`config.mk`:
```
export PLATFORM = sky130hd
export DESIGN_NAME = det2_seq
export DESIGN_NICKNAME = d
export VERILOG_FILES = /design/src/rtl/det2_seq.sv
export SDC_FILE = /design/constraint.sdc
export NUM_CORES = 1
export LEC_CHECK = 0
export BUFFER_PORTS_ARGS = -buffer_cell sky130_fd_sc_hd__buf_2
export CAP_MARGIN = 15
export CORE_MARGIN = 8
export CORE_UTILIZATION = 64
export DETAILED_ROUTE_END_ITERATION = 8
export PLACE_DENSITY = 0.85
export SLEW_MARGIN = 5
export SYNTH_ARGS = -nofsm -noshare
export SYNTH_HDL_FRONTEND = slang
export SYNTH_SLANG_ARGS = --single-unit
```
`constraint.sdc`:
```
create_clock -name clk -period 4.5 [get_ports clk]
set_input_delay 1.35 -clock clk [delete_from_list [all_inputs] [get_ports clk]]
set_output_delay 1.35 -clock clk [all_outputs]
set_load 0.01 [all_outputs]
```
`src/rtl/det2_seq.sv`:
```
// det2_seq: sequential 2x2 determinant (a*d - b*c) on unsigned W-bit operands.
// The result is sign-magnitude. Two shift-add multipliers run in parallel,
// one operand bit per cycle. Operands enter and results leave through
// valid/ready handshakes.
module det2_seq #(
   parameter int W = 4
) (
   input  logic             clk,
   input  logic             rst,
   input  logic             in_valid,
   output logic             in_ready,
   input  logic [W-1:0]     a,
   input  logic [W-1:0]     b,
   input  logic [W-1:0]     c,
   input  logic [W-1:0]     d,
   output logic             out_valid,
   input  logic             out_ready,
   output logic [2*W-1:0]   mag,
   output logic             sign,
   output logic             zero
);

   localparam int CW = (W > 1) ? $clog2(W) : 1;
   localparam logic [CW-1:0]  CNT_LAST = CW'(W - 1);
   localparam logic [CW-1:0]  CNT_ONE  = CW'(1);
   localparam logic [2*W-1:0] MAG_ONE  = (2*W)'(1);

   typedef enum logic [1:0] {
      S_IDLE = 2'd0,
      S_MUL  = 2'd1,
      S_SUB  = 2'd2,
      S_DONE = 2'd3
   } state_t;

   state_t           state_q, state_d;
   logic [W-1:0]     a_q, a_d;
   logic [W-1:0]     b_q, b_d;
   logic [W-1:0]     c_q, c_d;
   logic [W-1:0]     d_q, d_d;
   logic [2*W-1:0]   p_q, p_d;
   logic [2*W-1:0]   q_q, q_d;
   logic [CW-1:0]    cnt_q, cnt_d;
   logic [2*W-1:0]   mag_q, mag_d;
   logic             sign_q, sign_d;
   logic             zero_q, zero_d;

   // Operands zero-extended to product width so they can be shifted into place.
   logic [2*W-1:0]   a_ext;
   logic [2*W-1:0]   b_ext;
   // One extra bit on the difference carries the borrow, i.e. the sign.
   logic [2*W:0]     diff;

   assign a_ext = {{W{1'b0}}, a_q};
   assign b_ext = {{W{1'b0}}, b_q};
   assign diff  = {1'b0, p_q} - {1'b0, q_q};

   assign in_ready  = (state_q == S_IDLE);
   assign out_valid = (state_q == S_DONE);
   assign mag       = mag_q;
   assign sign      = sign_q;
   assign zero      = zero_q;

   // Next-state and datapath: accept, accumulate partial products, then subtract.
   always_comb begin
      state_d = state_q;
      a_d     = a_q;
      b_d     = b_q;
      c_d     = c_q;
      d_d     = d_q;
      p_d     = p_q;
      q_d     = q_q;
      cnt_d   = cnt_q;
      mag_d   = mag_q;
      sign_d  = sign_q;
      zero_d  = zero_q;
      case (state_q)
         S_IDLE: begin
            if (in_valid) begin
               a_d     = a;
               b_d     = b;
               c_d     = c;
               d_d     = d;
               p_d     = '0;
               q_d     = '0;
               cnt_d   = '0;
               state_d = S_MUL;
            end
         end
         S_MUL: begin
            // Bit cnt of d selects a shifted copy of a; bit cnt of c does the same for b.
            if (d_q[cnt_q]) begin
               p_d = p_q + (a_ext << cnt_q);
            end
            if (c_q[cnt_q]) begin
               q_d = q_q + (b_ext << cnt_q);
            end
            cnt_d = cnt_q + CNT_ONE;
            if (cnt_q == CNT_LAST) begin
               state_d = S_SUB;
            end
         end
         S_SUB: begin
            sign_d  = diff[2*W];
            mag_d   = diff[2*W] ? (~diff[2*W-1:0] + MAG_ONE) : diff[2*W-1:0];
            zero_d  = (p_q == q_q);
            state_d = S_DONE;
         end
         S_DONE: begin
            // Result registers are left alone so they stay valid after the handshake.
            if (out_ready) begin
               state_d = S_IDLE;
            end
         end
         default: begin
            state_d = S_IDLE;
         end
      endcase
   end

   // State and datapath registers; reset abandons any computation in flight.
   always_ff @(posedge clk or posedge rst) begin
      if (rst) begin
         state_q <= S_IDLE;
         a_q     <= '0;
         b_q     <= '0;
         c_q     <= '0;
         d_q     <= '0;
         p_q     <= '0;
         q_q     <= '0;
         cnt_q   <= '0;
         mag_q   <= '0;
         sign_q  <= 1'b0;
         zero_q  <= 1'b0;
      end else begin
         state_q <= state_d;
         a_q     <= a_d;
         b_q     <= b_d;
         c_q     <= c_d;
         d_q     <= d_d;
         p_q     <= p_d;
         q_q     <= q_d;
         cnt_q   <= cnt_d;
         mag_q   <= mag_d;
         sign_q  <= sign_d;
         zero_q  <= zero_d;
      end
   end

endmodule

```
==> flow_metrics.env <==
export IMPL_layout_drive_gt1_share_pct=24.01
export IMPL_drt_wl_total_um=6077
export IMPL_start_kind="flip-flop"
export IMPL_start_util_pct=66.29
export IMPL_design_area_um2=3401
export IMPL_htree_levels=2
export IMPL_grtUsageMet2_pct=31.10
export IMPL_die_h_um=85.72
export IMPL_root_buffer="clkbuf_8"
export IMPL_dp_hpwl_um=4990
export IMPL_rows=25
export IMPL_diodes=0
export IMPL_r2r_start="cnt_q[0]$_DFFE_PP0P_"
export IMPL_postCtsSetupBuffers=0
export IMPL_cp_data_arrival_time_ns=3.23
export IMPL_clock_sinks=46
export IMPL_max_freq_mhz=332.0
export IMPL_port_buffers=31
export IMPL_path_clk_slew_ns=0.09
export IMPL_post_cts_resized=0
export IMPL_vias=2307
export IMPL_antenna_left=0
export IMPL_core_um2=4692
export IMPL_irDropWorstVdd_mv=0.4857
export IMPL_seqPwrFrac_pct=25.3
export IMPL_final_period_minus_worst_setup_slack_ns=3.012
export IMPL_syn_nets=347
export IMPL_synth_most_common_cell="dfrtp_1"
export IMPL_synth_enable_flop_cells=0
export IMPL_hold_viol_final=0
export IMPL_required_ns=4.72
export IMPL_tritoncts="yes"
export IMPL_drt_vias_per_instance=6.023
export IMPL_synth_cells=296
export IMPL_fill_cells=330
export IMPL_die_area_um2=7347
export IMPL_clk_latency_ns=0.30
export IMPL_grt_max_degree=47
export IMPL_yosysSeqAreaShare_pct=37.01
export IMPL_setup_viol_count_final=0
export IMPL_leakagePower_nw=1.633
export IMPL_nets=379
export IMPL_pwr_share_clk_pct=8.2
export IMPL_skew_ns=0.008974
export IMPL_worst_path_max_fanout=17
export IMPL_power_frac_comb_pct=66.5
export IMPL_num_io_pins=32
export IMPL_grt_pass1_vias=2422
export IMPL_met3_usage_pct=4.680
export IMPL_ctsHoldBuffers=0
export IMPL_relSlewSlack_pct=51.85
export IMPL_drc=0
export IMPL_ys_flop_type="dfrtp_1"
export IMPL_routedWlPerCell_um=15.87
export IMPL_worst_pin_slew_ns=0.7205
export IMPL_r2r_setup_slack_ns=1.49
export IMPL_fin_setup_tns_ns=0
export IMPL_place_congestion=0.8340
export IMPL_netlist_area_leader_share_pct=37.01
export IMPL_grt_total_usage_pct=17.97
export IMPL_grt_ovfl_total=0
export IMPL_internal_power_w=0.001646
export IMPL_cts_inserted_buffers=5
export IMPL_crit_type="reg2reg"
export IMPL_drt_initial_drc_count=79
export IMPL_die_x_um=85.72
export IMPL_ys_types=51
export IMPL_rsz0062_at_grt="no"
export IMPL_busiest_layer="met2"
export IMPL_areaGrowthSynthToFinish_pct=9.332
export IMPL_grt_pass1_wl_um=10670
export IMPL_maxCapViolCount=0
export IMPL_yosys_warnings=0
export IMPL_use_met1_pct=20.02
export IMPL_grt_antenna_before_repair=0
export IMPL_syn_avg_cell_area_um2=10.51
export IMPL_ys_top_cells_by_count="dfrtp_1, ha_1, inv_1"
export IMPL_min_from="zero$_DFFE_PP0P_"
export IMPL_fin_crit_sh_pct=66.93
export IMPL_cp_end_kind="flip-flop"
export IMPL_dr_pass1_iters=4
export IMPL_synthTopCellsByArea="dfrtp_1, ha_1, mux2_2"
export IMPL_p_sw_share_pct=45.77
export IMPL_ys_ff_latch=46
export IMPL_yosys_area_top_type="dfrtp_1"
export IMPL_p_sw_w=0.001389
export IMPL_cts_path_max_buffers=2
export IMPL_worstSetupStartpoint="cnt_q[0]$_DFFE_PP0P_"
export IMPL_status="complete, no violations"
export IMPL_maxSlewViolCount=0
export IMPL_ys_async_sr_fraction_pct=100.0
export IMPL_placed_cell_area_um2=3311
export IMPL_cellPowerDensity_nw_per_um2=892.6
export IMPL_synth_area_um2=3110
export IMPL_hp_class="reg2reg"
[area by class of cell]
type,instances,area (µm²),share of cell area [%]
clock buffers,5,68.82,2.024
clock inverters,3,21.27,0.6255
repair buffers,32,162.7,4.783
flip-flops and latches,46,1151,33.85
multi-input cells,220,1843,54.19
well taps,54,67.56,1.987
inverters,23,86.33,2.539
[kinds of logic (layout without fill, tap and decap cells)]
logic type | Yosys count | in the layout | synth area share (%)
AO/OA/AOI/OAI | 86 | 86 | 21.08
XOR/XNOR | 15 | 15 | 4.465
adder cells (fa/ha/maj) | 31 | 31 | 13.19
buffers and inverters | 30 | 63 | 3.741
flip-flops | 46 | 46 | 37.01
multiplexers | 29 | 29 | 10.94
AND/OR/NAND/NOR | 59 | 59 | 9.574
[state kept, by name (all words and copies together), names as in the netlist]
name     flops
b_q          4
p_q          8
cnt_q        2
q_q          8
zero         1
a_q          4
state_q      2
mag          8
c_q          4
sign         1
d_q          4
[stage by stage]
| step | std cells | power (W) | hold WS (ns) | setup WS (ns) | utilization [%] |
|---|---|---|---|---|---|
| final | 383 | 0.003036 | 0.4933 | 1.488 | 72.48 |
| after global routing | 383 | 0.003336 | 0.5068 | 1.276 | 72.48 |
| after CTS | 383 | 0.003057 | 0.4918 | 1.481 | 72.48 |
| after detailed placement | 375 | 0.002805 | 0.4701 | 1.425 | 70.56 |
| after global placement | 375 | 0.002736 | 0.4625 | 1.497 | 70.56 |
| after floorplan | 296 | 0.002398 | 0.4739 | 1.963 | - |
[placed cells by master, fill, tap and decap left out, types with 3 or more instances in the layout]
| cell type | n |
|---|---|
| clkbuf_8 | 5 |
| and3_1 | 4 |
| inv_1 | 22 |
| mux2_2 | 20 |
| o21ai_0 | 14 |
| a21oi_1 | 17 |
| nor2b_1 | 3 |
| a22o_1 | 16 |
| nand4_1 | 3 |
| a211oi_1 | 4 |
| mux2i_1 | 7 |
| o21ai_2 | 3 |
| dfrtp_1 | 46 |
| o21bai_1 | 5 |
| nand2_1 | 13 |
| buf_2 | 31 |
| ha_1 | 28 |
| a21o_1 | 8 |
| nor2_1 | 19 |
| xnor2_1 | 9 |
| nor3b_1 | 3 |
| fa_1 | 3 |
| xor2_1 | 5 |
[power groups by stage]
stage	registers [W]	clock network, W	logic (W)
after global placement	0.000765	0	0.00197
after CTS	0.000768	0.000258	0.00203
after detailed placement	0.000779	0	0.00203
after floorplan	0.000723	0	0.00168
after global routing	0.000801	0.000271	0.00226
final	0.000768	0.000248	0.00202
[path summary, 6_finish.rpt]
path / to / cells after the start
hold reg to reg: zero$_DFFE_PP0P_ / 1
setup reg to reg: p_q[7]$_DFFE_PP0P_ / 8
min in group asynchronous: zero$_DFFE_PP0P_ / 3
hold / removal: zero$_DFFE_PP0P_ / 1
max in group asynchronous: p_q[0]$_DFFE_PP0P_ / 3
setup / recovery: p_q[7]$_DFFE_PP0P_ / 8
[layer usage]
metal  part of all wire (%)  vias up
li1                       -     1143
met1                     43     1108
met2                     51       38
met3                    3.3       18
met4                    2.5        0
met5                      0        -
[worst max-delay path: stages, from the launching register on]
cell,delay [ns]
dfrtp_1,0.78
mux2_2,0.42
a22o_1,0.24
ha_1,0.33
a21oi_1,0.12
o21ai_0,0.26
a211oi_1,0.13
or4_1,0.51
a21oi_1,0.15
No activity file was read; power rests on OpenSTA's default activity.
